--- src/rtl/obi_data_arbiter.sv ---
// Two-master to one-slave OBI data-port arbiter with in-order response routing.
// Zero added latency on both phases; requests stall (s_req_o low) while the ID FIFO is full.
module obi_data_arbiter #(
    parameter int ADDR_WIDTH      = 32,
    parameter int DATA_WIDTH      = 32,
    parameter int MAX_OUTSTANDING = 2,
    parameter int PRIO_MODE       = 0
) (
    input  logic                    clk_i,
    input  logic                    rst_ni,
    input  logic                    m0_req_i,
    output logic                    m0_gnt_o,
    input  logic [ADDR_WIDTH-1:0]   m0_addr_i,
    input  logic                    m0_we_i,
    input  logic [DATA_WIDTH/8-1:0] m0_be_i,
    input  logic [DATA_WIDTH-1:0]   m0_wdata_i,
    output logic                    m0_rvalid_o,
    output logic [DATA_WIDTH-1:0]   m0_rdata_o,
    input  logic                    m1_req_i,
    output logic                    m1_gnt_o,
    input  logic [ADDR_WIDTH-1:0]   m1_addr_i,
    input  logic                    m1_we_i,
    input  logic [DATA_WIDTH/8-1:0] m1_be_i,
    input  logic [DATA_WIDTH-1:0]   m1_wdata_i,
    output logic                    m1_rvalid_o,
    output logic [DATA_WIDTH-1:0]   m1_rdata_o,
    output logic                    s_req_o,
    input  logic                    s_gnt_i,
    output logic [ADDR_WIDTH-1:0]   s_addr_o,
    output logic                    s_we_o,
    output logic [DATA_WIDTH/8-1:0] s_be_o,
    output logic [DATA_WIDTH-1:0]   s_wdata_o,
    input  logic                    s_rvalid_i,
    input  logic [DATA_WIDTH-1:0]   s_rdata_i,
    output logic                    protocol_err_o
);

    localparam int PW = (MAX_OUTSTANDING > 1) ? $clog2(MAX_OUTSTANDING) : 1;
    localparam int CW = $clog2(MAX_OUTSTANDING + 1);

    logic                       lock;
    logic                       lock_sel;
    logic                       last_sel;
    logic                       err;
    logic [MAX_OUTSTANDING-1:0] id_mem;
    logic [PW-1:0]              wr_ptr;
    logic [PW-1:0]              rd_ptr;
    logic [CW-1:0]              count;

    logic sel;
    logic full;
    logic empty;
    logic hs;
    logic pop;
    logic head;

    function automatic logic [PW-1:0] ptr_next(input logic [PW-1:0] p);
        return (p == PW'(MAX_OUTSTANDING - 1)) ? '0 : p + 1'b1;
    endfunction

    // A stalled request keeps its master: OBI masters may not retract before gnt.
    always_comb begin
        sel = 1'b0;
        if (lock) begin
            sel = lock_sel;
        end else if (m0_req_i && m1_req_i) begin
            sel = (PRIO_MODE != 0) ? 1'b0 : ~last_sel;
        end else begin
            sel = m1_req_i;
        end
    end

    // full uses the registered count so rvalid never feeds gnt combinationally.
    assign full  = (count == CW'(MAX_OUTSTANDING));
    assign empty = (count == '0);
    assign head  = id_mem[rd_ptr];

    assign s_req_o = (m0_req_i | m1_req_i) & ~full;
    assign hs      = s_req_o & s_gnt_i;
    assign pop     = s_rvalid_i & ~empty;

    assign s_addr_o  = sel ? m1_addr_i  : m0_addr_i;
    assign s_we_o    = sel ? m1_we_i    : m0_we_i;
    assign s_be_o    = sel ? m1_be_i    : m0_be_i;
    assign s_wdata_o = sel ? m1_wdata_i : m0_wdata_i;

    assign m0_gnt_o = hs & ~sel;
    assign m1_gnt_o = hs &  sel;

    assign m0_rvalid_o = pop & ~head;
    assign m1_rvalid_o = pop &  head;
    assign m0_rdata_o  = s_rdata_i;
    assign m1_rdata_o  = s_rdata_i;

    assign protocol_err_o = err;

    always_ff @(posedge clk_i or negedge rst_ni) begin
        if (!rst_ni) begin
            lock     <= 1'b0;
            lock_sel <= 1'b0;
            last_sel <= 1'b1;
            err      <= 1'b0;
            id_mem   <= '0;
            wr_ptr   <= '0;
            rd_ptr   <= '0;
            count    <= '0;
        end else begin
            if (hs) begin
                lock           <= 1'b0;
                last_sel       <= sel;
                id_mem[wr_ptr] <= sel;
                wr_ptr         <= ptr_next(wr_ptr);
            end else if (s_req_o) begin
                lock     <= 1'b1;
                lock_sel <= sel;
            end
            if (pop) begin
                rd_ptr <= ptr_next(rd_ptr);
            end
            if (hs && !pop) begin
                count <= count + 1'b1;
            end else if (!hs && pop) begin
                count <= count - 1'b1;
            end
            if (s_rvalid_i && empty) begin
                err <= 1'b1;
            end
        end
    end

endmodule

--- config.mk ---
export PLATFORM = sky130hd
export DESIGN_NAME = obi_data_arbiter
export DESIGN_NICKNAME = d
export VERILOG_FILES = /design/src/rtl/obi_data_arbiter.sv
export SDC_FILE = /design/constraint.sdc
export NUM_CORES = 1
export LEC_CHECK = 0
export CORE_AREA = 2 2 122 124
export CTS_BUF_LIST = sky130_fd_sc_hd__clkbuf_4 sky130_fd_sc_hd__clkbuf_8
export CTS_CLUSTER_DIAMETER = 150
export DETAILED_ROUTE_END_ITERATION = 8
export DIE_AREA = 0 0 124 126
export GPL_TIMING_DRIVEN = 1
export PLACE_DENSITY = 0.54
export SLEW_MARGIN = 10
export SYNTH_ARGS = -nofsm -noshare
export SYNTH_HDL_FRONTEND = slang
export SYNTH_SLANG_ARGS = --single-unit
--- constraint.sdc ---
create_clock -name clk_i -period 4.6 [get_ports clk_i]
set_input_delay 0.92 -clock clk_i [delete_from_list [all_inputs] [get_ports clk_i]]
set_output_delay 0.92 -clock clk_i [all_outputs]
set_load 0.005 [all_outputs]
# After elaboration in Yosys (flattened, before gate mapping)
# Cells that the tools add are included.
dict set report word_totals {
  reg_bits 10
}
dict set report classes {
  n_reduce_logical 11
  addsub 4
  eq_ne 1
  bitwise_logic 14
  order_cmp 3
  n_mux 17
}
# op count
set op_table {}
lappend op_table {{32-bit two-way mux} 2}
lappend op_table {{1-bit two-way mux} 10}
lappend op_table {{1-bit bitwise AND} 7}
lappend op_table {{1-bit inverter} 6}
lappend op_table {{1-bit logical AND} 5}
lappend op_table {{1-bit by 2-bit < comparator with 1-bit output, second input constant} 2}
lappend op_table {{2-bit two-way mux} 2}
lappend op_table {{4-bit two-way mux} 1}
lappend op_table {{2-bit nonzero test} 2}
lappend op_table {{1-bit adder, second input constant} 2}
lappend op_table {{2-bit by 1-bit adder with 2-bit output, second input constant} 1}
lappend op_table {{2-bit bitwise mux} 1}
lappend op_table {{2-bit == test, second input constant} 1}
lappend op_table {{1-bit logical NOT} 2}
lappend op_table {{2-bit logical NOT} 1}
lappend op_table {{2-bit AND reduction} 1}
lappend op_table {{2-bit by 1-bit subtractor with 2-bit output, second input constant} 1}
lappend op_table {{1-bit demux with 1-bit select} 1}
lappend op_table {{1-bit greater-or-equal comparator, second input constant} 1}
lappend op_table {{1-bit OR} 1}

# Logic depth before layout (Yosys ltp)
# Gate-level depths: netlist (run 1).
dict set report depth {
  depth_word 8
  ltp_mapped 8
  depth_no_buf 7
}

# Least setup slack after synthesis (run 1)
# OpenSTA, ideal clock, no wires.
dict set report synth_path {
  path_type {input-to-output}
  from {input m1_req_i}
  to {output s_addr_o[18]}
  n_path_buf 1
  setup_slack_ns 1.783
  t_arrival_ns 1.897
  t_required_ns 3.680
  stages 4
  path_cell_list {nor2b_2 -> a22oi_4 -> buf_6 -> mux2_2}
}
dict set report synth_between {
  elab_chain_cells 4
}
# item line
set synth_rtl {}
lappend synth_rtl {{start: declaration} 19} ;# input logic m1_req_i,
lappend synth_rtl {{1-bit logical AND} 66} ;# end else if (m0_req_i && m1_req_i) begin
lappend synth_rtl {{1-bit two-way mux (*)} 66}
lappend synth_rtl {{1-bit two-way mux (*)} 64} ;# if (lock) begin
lappend synth_rtl {{32-bit two-way mux (*)} 82} ;# assign s_addr_o = sel ? m1_addr_i : m0_addr_i;
lappend synth_rtl {{end: declaration} 29} ;# output logic [ADDR_WIDTH-1:0] s_addr_o,
# Every way passes the cells marked *; elsewhere a longest branch is shown, timed or not.

# Worst setup path after layout (run 1)
dict set report layout_path {
  from {input m1_req_i}
  to {output s_addr_o[31]}
}
# Same word-level chain as after synthesis.

==> results of run 1 <==
-- flip-flops by register name, summed over array words and instances, names as in the netlist --
signal          count
protocol_err_o      1
id_mem              2
rd_ptr              1
lock_sel            1
last_sel            1
count               2
lock                1
wr_ptr              1
-- per-layer routing --
layer | wire, um | track usage | vias to the layer above
met5 | 0 | 0 | -
met4 | 273 | 0.04164 | 0
met3 | 940 | 0.01993 | 31
met2 | 4768 | 0.2059 | 149
met1 | 3107 | 0.1129 | 842
li1 | - | - | 877
-- critical path, stage by stage --
cell             delay, ns
clkdlybuf4s50_1       0.42
nor2b_2               0.18
a22oi_4               0.19
buf_4                 0.35
mux2_2                0.39
clkdlybuf4s50_1       0.47
-- stage by stage --
step                      setup WS [ns]  power (W)
after floorplan                   1.783  0.0008007
after global placement           0.7426   0.001350
after detailed placement         0.7400   0.001357
after CTS                        0.7260   0.001475
after global routing             0.6616   0.001543
final                            0.7561   0.001436
-- final cells by class --
cell class              instances  share of cell area
well taps                     184             0.06105
repair buffers                220              0.5859
clock buffers                   4             0.01294
inverters                       2            0.002322
flip-flops and latches         10             0.06669
multi-input cells             101              0.2711
-- cells by family after synthesis --
group                    count (synthesis)  synth area share
buffers and inverters                   74            0.3126
multiplexers                            73            0.4429
AND/OR/NAND/NOR                         15           0.03985
flip-flops                              10            0.1357
AO/OA/AOI/OAI                            7           0.03849
XOR/XNOR                                 5           0.02364
adder cells (fa/ha/maj)                  1          0.006751
-- power by group through the flow --
stage	clock network, W	logic [W]	registers [W]
2_1_floorplan	0	0.000636	0.000165
4_1_cts	0.000105	0.00120	0.000173
5_1_grt	0.000109	0.00125	0.000179
3_5_place_dp	0	0.00118	0.000174
3_3_place_gp	0	0.00118	0.000173
6_report	0.000100	0.00116	0.000172
-- final timing paths --
| kind | end |
|---|---|
| max in group asynchronous | last_sel |
| hold reg to reg | protocol_err_o |
| min in group asynchronous | protocol_err_o |
| setup reg to reg | count[1] |
| hold / removal | protocol_err_o |
| setup / recovery | s_addr_o[31] |
-- Yosys cell counts --
| library cell | instances | area share |
|---|---|---|
| mux2i_1 | 1 | 0.0054 |
| inv_1 | 1 | 0.0020 |
| nor3_1 | 2 | 0.0054 |
| o21a_1 | 1 | 0.0041 |
| xor2_1 | 2 | 0.0095 |
| nor2b_2 | 2 | 0.0095 |
| nand2_1 | 2 | 0.0041 |
| or3_1 | 1 | 0.0034 |
| dfstp_2 | 1 | 0.014 |
| clkinv_2 | 1 | 0.0027 |
| o21ai_0 | 1 | 0.0027 |
| buf_6 | 8 | 0.049 |
| a21o_1 | 1 | 0.0041 |
| dfrtp_1 | 9 | 0.12 |
| buf_4 | 64 | 0.26 |
| ha_1 | 1 | 0.0068 |
| nor2b_1 | 1 | 0.0034 |
| o41ai_1 | 1 | 0.0047 |
| xnor2_1 | 3 | 0.014 |
| o31ai_2 | 1 | 0.0068 |
| a22oi_4 | 1 | 0.011 |
| mux2_1 | 8 | 0.049 |
| a22o_1 | 1 | 0.0047 |
| mux2_2 | 64 | 0.39 |
| nor2_1 | 7 | 0.014 |
==> results.ini, run 1 <==
[die]
fp.dieW_um = 124
die_h_um = 126
io_pins = 315
initial_utilization = 0.1295
std_cell_rows = 44
dieArea_um2 = 15620
core_area_um2 = 14310

[place]
io_buffer_count = 218
place.gp.congestion = 0.7678
hpwlAfterDp_um = 7942
post_dp_cell_area_um2 = 3722
dp_cells = 517

[logic_synthesis]
syn_inst = 185
avgSynthCellArea_um2 = 10.02
ys_seq_elements = 10
yosysWarnings = 0
yosysUniqueCellTypes = 25
synth_area_um2 = 1853
ys_seq_area_frac = 0.1357
syn_nets = 362

[grt]
track_usage = 0.1073
grt_max_degree = 48
grt_first_pass_wirelength_um = 12200
overflow = 0
antenna_found_initial = 0
first_global_vias = 2105

[clock_tree]
cts_inserted_buffers = 3
clock-root-buffer = clkbuf_8
cts.htree.levels = 1
path_clk_slew_ns = 0.05
ctsHoldBuffers = 0
cts_buffer_depth = 2
clk_latency_ns = 0.24
cts_resized = 0
cts_setup_buffers = 0
cts_tree = built
clock_sinks = 10

[timing]
finalSetupViolations = 0
slew_headroom = 0.6788
tns_ns = 0
rsz0062_at_grt = no
worst_hold_slack_ns = 0.4858
clock_skew_ns = 0.0003916
finalHoldViolations = 0
drv_slew = 0
finalCritPeriodShare = 0.8356
tightestPinTransition_ns = 0.4767
max_freq_mhz = 260.2
fin_crit_ns = 3.844

[cells_and_area]
regArea_um2 = 251.5
fillers = 1512
antenna_cells = 0
areaGrowthSynthToFinish_pct = 103.5
fin_nets = 515
multi_input_area_um2 = 1022
drive_gt1_frac = 0.2255
final_cells = 521
fin_area_um2 = 3771
final_common_cell = clkdlybuf4s50_1
mostFrequentLayoutCells = 218 x clkdlybuf4s50_1, 64 x mux2_2, 9 x dfrtp_1, 8 x mux2_1, 7 x nor2_1
final_util = 0.2635

[power_and_ir_drop]
power_frac_comb = 0.811
max-vdd-ir-drop_uv = 151.6
internal-power_w = 0.0009672
p_per_area_nw_per_um2 = 380.8
power_switching_w = 0.0004688
p_seq_frac = 0.120
cellLeakagePower_nw = 1.396
swShare = 0.3265
pwr-share-clk = 0.070

[drt]
num_vias = 1899
wire_per_inst_um = 17.45
drc = 0
drt_iter0_drc = 38
dr.pass1.iters = 4
finalWirelength_um = 9089
ant_nets = 0
viasPerCell = 3.645

[min_path]
hp-class = reg2reg
worstHoldStart = protocol_err_o
hold_depth = 1

[setup_path]
r2r_cells = 6
crit_path_start_kind = input port
r2r-start = count[1]
r2r_slack_ns = 2.80
end_kind = output pin
critical_path_class = in2out
crit_fanout = 24
cp.required_ns = 3.68
crit_start = m1_req_i
arrival_ns = 2.92

[flow_run]
cap_violations = 0

[outcome]
outcome = finished clean

No activity file was read; power rests on OpenSTA's default activity.
==> run 2, diff against run 1 <==
--- a/config.mk
+++ b/config.mk
@@ -5,13 +5,13 @@
 export SDC_FILE = /design/constraint.sdc
 export NUM_CORES = 1
 export LEC_CHECK = 0
-export CORE_AREA = 2 2 122 124
+export CORE_AREA = 2 2 123 125
 export CTS_BUF_LIST = sky130_fd_sc_hd__clkbuf_4 sky130_fd_sc_hd__clkbuf_8
 export CTS_CLUSTER_DIAMETER = 150
 export DETAILED_ROUTE_END_ITERATION = 8
-export DIE_AREA = 0 0 124 126
+export DIE_AREA = 0 0 125 127
 export GPL_TIMING_DRIVEN = 1
-export PLACE_DENSITY = 0.54
+export PLACE_DENSITY = 0.53
 export SLEW_MARGIN = 10
 export SYNTH_ARGS = -nofsm -noshare
 export SYNTH_HDL_FRONTEND = slang
==> constraint.sdc (replaced) <==
create_clock -name clk_i -period 3.68 [get_ports clk_i]
set_input_delay 0.736 -clock clk_i [delete_from_list [all_inputs] [get_ports clk_i]]
set_output_delay 0.736 -clock clk_i [all_outputs]
set_load 0.005 [all_outputs]
==> run 2 against run 1 <==
  * Sequential share of layout area barely moved
  * Sequential power rose by 26%
  * Sequential cell count did not move
  * Worst setup slack got worse by 0.54 ns
  * Count of clock-buffer cells in the layout did not move
  * Via count rose by 0.21%
  * Hold slack got worse by 0.032 ns
==> results.ini, run 2 (synthesis gave the netlist of run 1 again) <==
[outcome]
outcome = finished clean

[cells_and_area]
final_cells = 521  ; unchanged
mostFrequentLayoutCells = 218 x clkdlybuf4s50_1, 64 x mux2_2, 9 x dfrtp_1, 8 x mux2_1, 7 x nor2_1
areaGrowthSynthToFinish_pct = 104.5
antenna_cells = 0  ; unchanged
reg.largest.list = count (2), id_mem (2)
fin_area_um2 = 3790  ; +0.50%
drive_gt1_frac = 0.2255  ; unchanged
fillers = 1531  ; +1.3%
fin_nets = 515  ; unchanged
final_common_cell = clkdlybuf4s50_1

[clock_tree]
cts_setup_buffers = 0  ; unchanged
cts.htree.levels = 1  ; unchanged
cts_resized = 0  ; unchanged
cts_tree = built
clk_latency_ns = 0.23  ; about the same
cts_buffer_depth = 2  ; unchanged
clock-root-buffer = clkbuf_8
ctsHoldBuffers = 0  ; unchanged
path_clk_slew_ns = 0.05  ; about the same
cts_inserted_buffers = 3  ; unchanged
clock_sinks = 10  ; unchanged

[timing]
tightestPinTransition_ns = 0.5771  ; +0.1004 ns
fin_crit_ns = 3.463
max_freq_mhz = 288.8
rsz0062_at_grt = no
finalSetupViolations = 0  ; unchanged
finalCritPeriodShare = 0.9410
slew_headroom = 0.6112  ; -0.06762
tns_ns = 0  ; unchanged
drv_slew = 0  ; unchanged
finalHoldViolations = 0  ; unchanged
clock_skew_ns = 0.001290  ; +0.0008984 ns

[power_and_ir_drop]
total_power_w = 0.001831  ; +28%
pwr-share-clk = 0.074  ; +0.004
cellLeakagePower_nw = 1.404  ; +0.56%
max-vdd-ir-drop_uv = 245.3  ; +62%
internal-power_w = 0.001234  ; +28%
power_frac_comb = 0.807  ; -0.004
swShare = 0.3261  ; -0.0003767
power_switching_w = 0.0005971  ; +27%
p_seq_frac = 0.119  ; about the same
p_per_area_nw_per_um2 = 483.2  ; +27%

[min_path]
min_to = protocol_err_o
worstHoldStart = protocol_err_o
hp-class = reg2reg
hold_depth = 1  ; unchanged

[place]
dp_cells = 517  ; unchanged
io_buffer_count = 218  ; unchanged
post_dp_cell_area_um2 = 3735  ; +0.34%
place.gp.congestion = 0.8250  ; +7.4%
hpwlAfterDp_um = 7460  ; -6.1%

[setup_path]
r2r-start = count[1]
r2r_end = count[1]
cp_slowest_cell = clkdlybuf4s50_1
crit_top_cell = clkdlybuf4s50_1
critical_path_class = in2out
cp.required_ns = 2.94  ; -0.74 ns
timing.critical_path.buf_inv = 3  ; unchanged
cp_top_family = buffers and inverters
r2r_cells = 7  ; +1
crit_chain = clkdlybuf4s50_1 -> nor2b_2 -> a22oi_4 -> buf_12 -> mux2_2 -> clkdlybuf4s50_1
cpPeakStageDelay_ns = 0.50  ; +0.03 ns
arrival_ns = 2.73  ; -0.19 ns
end_kind = output pin
r2r_slack_ns = 1.83  ; -0.97 ns
crit_fanout = 44  ; +83%
crit_path_start_kind = input port

[drt]
drt_iter0_drc = 16  ; -58%
dr.pass1.iters = 3  ; -1
finalWirelength_um = 8508  ; -6.4%
ant_nets = 0  ; unchanged
wire_per_inst_um = 16.33  ; -6.4%
num_vias = 1903  ; +0.21%
viasPerCell = 3.653  ; +0.21%
drc = 0  ; unchanged

[die]
std_cell_rows = 44  ; unchanged
initial_utilization = 0.1285  ; -0.0009882
dieArea_um2 = 15880  ; +1.6%
io_pins = 315  ; unchanged
fp.dieW_um = 125  ; +0.81%
die_h_um = 127  ; +0.79%
core_area_um2 = 14420  ; +0.77%

[grt]
track_usage = 0.09795  ; -0.009378
grt_max_degree = 45  ; -6.3%
overflow = 0  ; unchanged
first_global_vias = 2142  ; +1.8%
grt_first_pass_wirelength_um = 12100  ; -0.80%
antenna_found_initial = 0  ; unchanged

[flow_run]
cap_violations = 0  ; unchanged

run 2: cell type report:
| cell class | count | area, um^2 | area share |
|---|---|---|---|
| Sequential cell | 10 | 251.5 | 0.06636 |
| Timing Repair Buffer | 220 | 2222 | 0.5863 |
| Tap cell | 184 | 230.2 | 0.06075 |
| Clock buffer | 4 | 55.05 | 0.01453 |
| Inverter | 2 | 8.758 | 0.002311 |
| Multi-Input combinational cell | 101 | 1022 | 0.2697 |
run 2: worst max-delay path by stage:
| stage | start | end | slack [ns] | depth (start not counted) |
|---|---|---|---|---|
| global placement | m1_req_i | s_wdata_o[23] | 0.17 | 6 |
| global route | m0_req_i | s_wdata_o[23] | 0.14 | 6 |
| finish | m1_req_i | s_wdata_o[17] | 0.22 | 6 |
| floorplan | m1_req_i | s_addr_o[18] | 1.23 | 4 |
| detailed placement | m1_req_i | s_wdata_o[23] | 0.17 | 6 |
| CTS | m1_req_i | s_wdata_o[23] | 0.17 | 6 |
run 2: per-stage QoR:
step           setup WS, ns    util  hold slack (ns)
4_1_cts              0.1680  0.2628           0.4588
6_report             0.2172  0.2628           0.4541
3_5_place_dp         0.1699  0.2589           0.4479
3_3_place_gp         0.1736  0.2589           0.4405
5_1_grt              0.1369  0.2628           0.4922
2_1_floorplan         1.231       -           0.4404
run 2: metal layers:
layer / share of wire / vias to the layer above / global-route usage
li1: - / 877 / -
met1: 0.33 / 833 / 0.09612
met2: 0.53 / 152 / 0.1963
met3: 0.10 / 41 / 0.02596
met4: 0.034 / 0 / 0.03464
met5: 0 / - / 0
run 2: power groups by stage:
stage          Combinational, W  Sequential [W]  Clock, W
6_report                0.00148        0.000217  0.000135
4_1_cts                 0.00151        0.000218  0.000139
2_1_floorplan          0.000795        0.000206         0
3_5_place_dp            0.00150        0.000220         0
3_3_place_gp            0.00149        0.000216         0
5_1_grt                 0.00158        0.000226  0.000146
==> run 3, diff against run 2 <==
==> constraint.sdc (replaced) <==
create_clock -name clk_i -period 3.67 [get_ports clk_i]
set_input_delay 0.734 -clock clk_i [delete_from_list [all_inputs] [get_ports clk_i]]
set_output_delay 0.734 -clock clk_i [all_outputs]
set_load 0.005 [all_outputs]
==> run 3 against run 2 <==
  * Clock skew up 0.0021 ns
  * Combinational power is essentially flat
  * Global-route usage is 0.062 points lower
  * Critical path depth did not move
  * Final cell count is the same
  * Total power up 0.29%
  * Worst setup slack worse by 0.0063 ns
  * Sequential power about the same
  * First-iteration DRC count grew to 2.6 times the previous value
  * Routed wire length down 0.68%
==> results.ini, run 3 (synthesis gave the netlist of run 1 again) <==
[grt]
overflow = 0  ; unchanged
antenna_found_initial = 0  ; unchanged
grt_max_degree = 45  ; unchanged
first_global_vias = 2108  ; -1.6%
track_usage = 0.09733  ; -0.0006200
grt_first_pass_wirelength_um = 12020  ; -0.69%

[drt]
num_vias = 1895  ; -0.42%
finalWirelength_um = 8450  ; -0.68%
wire_per_inst_um = 16.22  ; -0.68%
drc = 0  ; unchanged
dr.pass1.iters = 2  ; -1
drt_iter0_drc = 41  ; +25
viasPerCell = 3.637  ; -0.42%
ant_nets = 0  ; unchanged

[die]
core_area_um2 = 14420  ; unchanged
io_pins = 315  ; unchanged
std_cell_rows = 44  ; unchanged
dieArea_um2 = 15880  ; unchanged
die_h_um = 127  ; unchanged
initial_utilization = 0.1285  ; unchanged
fp.dieW_um = 125  ; unchanged

[clock_tree]
clk_latency_ns = 0.23  ; about the same
cts_setup_buffers = 0  ; unchanged
cts_inserted_buffers = 3  ; unchanged
cts_tree = built
ctsHoldBuffers = 0  ; unchanged
cts.htree.levels = 1  ; unchanged
path_clk_slew_ns = 0.05  ; about the same
cts_resized = 0  ; unchanged
clock-root-buffer = clkbuf_8
cts_buffer_depth = 2  ; unchanged
clock_sinks = 10  ; unchanged

[place]
hpwlAfterDp_um = 7484  ; +0.32%
io_buffer_count = 218  ; unchanged
place.gp.congestion = 0.8250  ; unchanged

[timing]
finalSetupViolations = 0  ; unchanged
max_freq_mhz = 289.1
rsz0062_at_grt = no
slew_headroom = 0.6034  ; -0.007805
fin_crit_ns = 3.459
finalHoldViolations = 0  ; unchanged
clock_skew_ns = 0.003384  ; +0.002094 ns
drv_slew = 0  ; unchanged
tns_ns = 0  ; unchanged
finalCritPeriodShare = 0.9425
tightestPinTransition_ns = 0.5887  ; +0.01159 ns

[power_and_ir_drop]
swShare = 0.3262  ; about the same
power_frac_comb = 0.808  ; about the same
internal-power_w = 0.001237  ; +0.27%
power_switching_w = 0.0005991  ; +0.33%
p_seq_frac = 0.119  ; about the same
cellLeakagePower_nw = 1.404  ; unchanged
pwr-share-clk = 0.073  ; about the same
p_per_area_nw_per_um2 = 484.6  ; +0.29%
max-vdd-ir-drop_uv = 212.2  ; -13%

[setup_path]
critical_path_class = in2out
crit_fanout = 44  ; unchanged
crit_path_start_kind = input port
cp.required_ns = 2.94  ; about the same
arrival_ns = 2.73  ; about the same
end_kind = output pin

[flow_run]
cap_violations = 0  ; unchanged

[cells_and_area]
antenna_cells = 0  ; unchanged
final_common_cell = clkdlybuf4s50_1
final_util = 0.2628  ; unchanged
fillers = 1537  ; +0.39%
areaGrowthSynthToFinish_pct = 104.5  ; unchanged
fin_nets = 515  ; unchanged
reg.largest.list = count (2), id_mem (2)
mostFrequentLayoutCells = 218 x clkdlybuf4s50_1, 64 x mux2_2, 9 x dfrtp_1, 8 x mux2_1, 7 x nor2_1
drive_gt1_frac = 0.2255  ; unchanged

[min_path]
hp-class = reg2reg

[outcome]
outcome = finished clean

==> run 3: cell counts in the layout (fill, tap and decap cells not counted) <==
No cell type changed its count.
==> run 3: path summary, 6_finish.rpt <==
kind / slack, ns / to / startpoint / cells past startpoint
worst min register to register: 0.45 / protocol_err_o / protocol_err_o / 1
max in group asynchronous: 2.51 / last_sel / rst_ni / 1
worst max register to register: 1.83 / count[1] / count[1] / 7
worst min-delay path: 0.45 / protocol_err_o / protocol_err_o / 1
min in group asynchronous: 0.82 / lock / rst_ni / 1
worst max-delay path: 0.21 / s_wdata_o[23] / m1_req_i / 6
==> run 3: metal layers <==
layer / up-vias / share of wire / global-route usage
li1: 875 / - / -
met1: 829 / 0.34 / 0.09638
met2: 152 / 0.54 / 0.1947
met3: 39 / 0.098 / 0.02638
met4: 0 / 0.032 / 0.03203
met5: - / 0 / 0
==> run 3: layout make-up <==
class / count / area (um^2) / share of cell area
Multi-Input combinational cell: 101 / 1022 / 0.2697
Sequential cell: 10 / 251.5 / 0.06636
Clock buffer: 4 / 55.05 / 0.01453
Tap cell: 184 / 230.2 / 0.06075
Inverter: 2 / 8.758 / 0.002311
Timing Repair Buffer: 220 / 2222 / 0.5863
==> run 3: power by group through the flow <==
stage / logic, W / clock network [W] / registers (W)
6_report: 0.00148 / 0.000135 / 0.000218
3_5_place_dp: 0.00152 / 0 / 0.000219
2_1_floorplan: 0.000797 / 0 / 0.000207
3_3_place_gp: 0.00150 / 0 / 0.000216
4_1_cts: 0.00153 / 0.000139 / 0.000218
5_1_grt: 0.00159 / 0.000146 / 0.000227
==> run 3: through the flow <==
stage	cells	hold slack [ns]	setup WS, ns	cell area (um^2)	total power (W)
2_1_floorplan	185	0.4384	1.225	1853	0.001004
3_3_place_gp	517	0.4405	0.1676	3735	0.001715
3_5_place_dp	517	0.4519	0.1545	3735	0.001735
4_1_cts	521	0.4624	0.1497	3790	0.001883
5_1_grt	521	0.4742	0.1272	3790	0.001958
6_report	521	0.4538	0.2109	3790	0.001836
==> run 3: critical path, stage by stage <==
cell             delay [ns]
clkdlybuf4s50_1        0.41
nor2b_2                0.17
a22oi_4                0.22
buf_12                 0.26
mux2_2                 0.37
clkdlybuf4s50_1        0.52
